File: config.mk
export PLATFORM = sky130hd
export DESIGN_NAME = up_counter_mod
export DESIGN_NICKNAME = d
export VERILOG_FILES = /design/src/rtl/up_counter_mod.sv
export SDC_FILE = /design/constraint.sdc
export NUM_CORES = 1
export LEC_CHECK = 0
export ABC_AREA = 1
export CELL_PAD_IN_SITES_DETAIL_PLACEMENT = 0
export CELL_PAD_IN_SITES_GLOBAL_PLACEMENT = 1
export CORE_UTILIZATION = 32
export CTS_BUF_LIST = sky130_fd_sc_hd__clkbuf_8
export CTS_CLUSTER_DIAMETER = 50
export DETAILED_ROUTE_END_ITERATION = 8
export PLACE_DENSITY_LB_ADDON = 0.1
export SLEW_MARGIN = 25
export SYNTH_ARGS = -nofsm -noshare
export SYNTH_HDL_FRONTEND = slang
export SYNTH_SLANG_ARGS = --single-unit
File: constraint.sdc
create_clock -name clk -period 2.8 [get_ports clk]
set_clock_uncertainty 0.05 [all_clocks]
set_input_delay 0.42 -clock clk [delete_from_list [all_inputs] [get_ports clk]]
set_output_delay 0.42 -clock clk [all_outputs]
set_load 0.01 [all_outputs]
File: src/rtl/up_counter_mod.sv
// up_counter_mod: parameterized up counter with load, modulo-N terminal value, wrap/saturate, wrap pulse and sticky overflow
//   clk        rising-edge clock
//   clear_n    asynchronous active-low reset
//   en         count enable
//   load       synchronous load strobe (beats en)
//   load_value value captured on load
//   max_value  terminal value; sequence is 0..max_value
//   sat_mode   1 = saturate at max_value, 0 = wrap to 0
//   clr_sticky synchronous clear of overflow
//   count      registered count
//   tc         combinational terminal count (count >= max_value)
//   wrap_pulse registered pulse, high while count shows 0 after a wrap
//   overflow   sticky, set by an increment attempted at or above terminal
module up_counter_mod #(
  parameter int WIDTH = 4
) (
  input  logic             clk,
  input  logic             clear_n,
  input  logic             en,
  input  logic             load,
  input  logic [WIDTH-1:0] load_value,
  input  logic [WIDTH-1:0] max_value,
  input  logic             sat_mode,
  input  logic             clr_sticky,
  output logic [WIDTH-1:0] count,
  output logic             tc,
  output logic             wrap_pulse,
  output logic             overflow
);
  logic             hit;
  logic [WIDTH-1:0] count_nxt;
  assign tc = count >= max_value;
  // hit: an increment attempted at or beyond the terminal value
  assign hit = !load && en && tc;
  always_comb begin
    count_nxt = load ? load_value :
                hit  ? (sat_mode ? max_value : '0) :
                en   ? count + WIDTH'(1) : count;
  end
  always_ff @(posedge clk or negedge clear_n) begin
    if (!clear_n) begin
      count      <= '0;
      wrap_pulse <= 1'b0;
      overflow   <= 1'b0;
    end else begin
      count      <= count_nxt;
      wrap_pulse <= hit && !sat_mode;
      overflow   <= hit || (overflow && !clr_sticky);
    end
  end
endmodule

---- Word level (Yosys, flattened, before mapping) ----
Cells that the tools add are included.
cells by class
  $lt $le $gt $ge ......................... 1
  mux-type cells .......................... 4
  reduce and logical (&&, ||, !) cells .... 9
  add/sub/neg operators ................... 1
operators by type and width
  cell                                                            number
  4-bit two-way mux                                               4
  4-bit by 1-bit adder with 4-bit output (second input constant)  1
  4-bit >= comparator                                             1
  1-bit logical AND                                               4
  1-bit logical NOT                                               3
  3-bit nonzero test                                              1
  1-bit logical OR                                                1
word-level totals
  word-level logic and storage cells ...... 18
  bits of input ports ..................... 14
  output and inout port bits .............. 7
  bits in registers ....................... 6

---- Depth between registers and ports, before layout ----
  word-level depth ........................ 5
  mapped depth ............................ 10
  gate-level depth less buffers ........... 10

---- Worst setup path before layout ----
OpenSTA, ideal clock, no wires.
  kind .................................... input -> output
  start ................................... input max_value[3]
  end ..................................... output tc
  stages on the path ...................... 4
  slack ................................... 1227 ps
  data required time ...................... 2330 ps
  path buffers ............................ 0
  arrival ................................. 1103 ps
  cells stage by stage .................... inv_1 > ha_1 > a21oi_4 > nand3_4
between the ends
  word-level cells in the longest chain between the ends .. 1
RTL lines
  item                 RTL line  source
  start, declared      22        input logic [WIDTH-1:0] max_value,
  4-bit >= comparator  32        assign tc = count >= max_value;
  end, declared        26        output logic tc,
No other way between the ends.

---- Worst setup path in the final report ----
Ends and elaborated chain as after synthesis.

==> results.toml <==
[placement]
hpwlAfterDp_um = 970
place_congestion = 0.812
io_buffers = 20
dpl.cell_count = 103

[global_route]
grt_overflow_total = 0
grt_pass1_vias = 459
antenna_found_initial = 0
grt_max_degree = 7
grtUsageTotal = 0.155
grt_pass1_wl_um = 2090

[timing]
hold_viol_final = 0
post-route-min-period_ns = 2.62
grt_setup_unrepaired = "no"
fin_setup_tns_ns = 0
worstMarginPinSlew_ns = 0.259
max-slew-margin-rel = 0.827
timing.fmax_mhz = 382
slew_violations = 0
period_share = 0.934
finalSetupViolCount = 0

[synth]
synth_area_sq_um = 500
synth_top_area_cell = "dfrtp_1"
synth.area.top_cells = "dfrtp_1 (30%), nand2_1 (15%), ha_1 (13%)"
synth_top_area_share = 0.300
synth_most_common_cell = "nand2_1"
ys_ff_latch = 6
ys_seq_area_frac = 0.300
synth_async_sr_flop_share = 1.00
synth.avg_cell_area_sq_um = 7.36
synth_edf_count = 0
postSynthCellCount = 68
yosysWarnings = 0
yosys-top-cells-count = "nand2_1 (20), inv_1 (13), nand3_1 (8)"
yosys.cell_types.count = 14
synth_flop_cell = "dfrtp_1"
synthesis.nets = 87

[routing]
route.detailed.drc = 0
ant_nets = 0
wl_per_cell_um = 11.3
viasPerCell = 5.00
first_pass_iters = 4
drtIter0Drc = 10
wl_um = 1200
vias = 530

[clocking]
cts_resized = 0
cts_max_path_buffers = 2
cts_buffers = 3
post_cts_buffers = 0
htree_levels = 1
cts_hold_buf = 0
cts_root_buffer = "clkbuf_8"
cts.sinks = 6
cts_tree = "done"
path_clk_slew_ns = 0.04
clock_latency_ns = 0.22

[run_status]
status = "completed"

[worst_setup_path]
critical_path.max_fanout = 6
required_ns = 2.33
worst_ep_arrival_time_ns = 2.15
critPathKind = "input pin to output pin"
critical_path.endpoint_type = "output pin"
cp-start-kind = "input pin"

[floorplanning]
die_area_sq_mm = 0.00173
dieWidth_um = 41.5
core_area_sq_mm = 0.00138
rows = 13
die_h_um = 41.5
io_pins = 21
start_util = 0.362

[final_layout]
drive_gt1_frac = 0.0769
num-fill-cells = 142
nNetsFinal = 112
final_cells = 106
diodes = 0
area_growth_pct = 52.0

[pwr]
p_leak_uw = 0.000387
power.total_uw = 419
max-vdd-ir-drop_v = 0.000162
power_density_mw_per_mm2 = 551

[hold_path]
min_path_type = "input pin to async pin"

[run]
maxCapViolCount = 0
## worst max-delay path, stage by stage
cell,delay [ns]
clkdlybuf4s50_1,0.47
inv_1,0.05
ha_1,0.34
a21oi_4,0.22
nand3_4,0.14
clkdlybuf4s50_1,0.50
## routing by layer
layer  GRT usage  vias to the layer above  routed length, um
met3      0.0174                        2                 72
met1       0.218                      231                576
met5           0                        -                  0
li1            -                      273                  -
met4      0.0581                        0                 17
met2       0.241                       24                529
## where the power goes
part,switching (uW),total [uW],internal (uW)
Clock,34.4,127,92.1
Sequential,19.4,119,99.5
Combinational,84.9,174,88.8
## logic make-up after synthesis
kind of cell | Yosys count | share of synthesized area
compound gates | 6 | 0.103
simple gates | 37 | 0.358
xor+xnor | 1 | 0.0175
fa+ha+maj | 5 | 0.125
flops | 6 | 0.300
buf+inv | 13 | 0.0975
## path summary, 6_finish.rpt
kind                              start        to  slack, ns  cells past startpoint
min reg2reg                    overflow  overflow       0.48                      2
min in group clk               overflow  overflow       0.48                      2
max reg2reg                    count[0]  count[1]       1.19                     10
max                        max_value[3]        tc       0.18                      6
max in group asynchronous       clear_n  count[0]       2.11                      1
min                             clear_n  count[3]       0.39                      1
## area by class of cell
type / count / area, sq um / area share
Timing Repair Buffer: 20 / 200 / 0.263
Clock buffer: 3 / 41.3 / 0.0543
Sequential cell: 6 / 150 / 0.197
Inverter: 13 / 48.8 / 0.0641
Multi-Input combinational cell: 49 / 302 / 0.396
Tap cell: 15 / 18.8 / 0.0247
## cell usage in the layout, fill, tap and decap left out, types with 2 or more instances in the layout
| cell type | instances |
|---|---|
| nand2_1 | 20 |
| clkdlybuf4s50_1 | 20 |
| inv_1 | 13 |
| nand3_1 | 8 |
| dfrtp_1 | 6 |
| ha_1 | 5 |
| a22oi_1 | 4 |
| nand4_1 | 3 |
| clkbuf_8 | 3 |
| nand2_2 | 2 |
| nor2_1 | 2 |
## state kept, by name (all words and copies together), names as in the netlist
signal,count
overflow,1
count,4
wrap_pulse,1
## through the flow
step | area (sq um) | setup WS [ns] | utilization | hold WS, ns
after floorplan | 500 | 1.23 | - | 0.0744
after global placement | 719 | 0.191 | 0.520 | 0.469
after detailed placement | 719 | 0.199 | 0.520 | 0.484
after CTS | 761 | 0.187 | 0.550 | 0.392
after global routing | 761 | 0.0700 | 0.550 | 0.416
final | 761 | 0.184 | 0.550 | 0.387
Power figures use the tool's default switching activity.
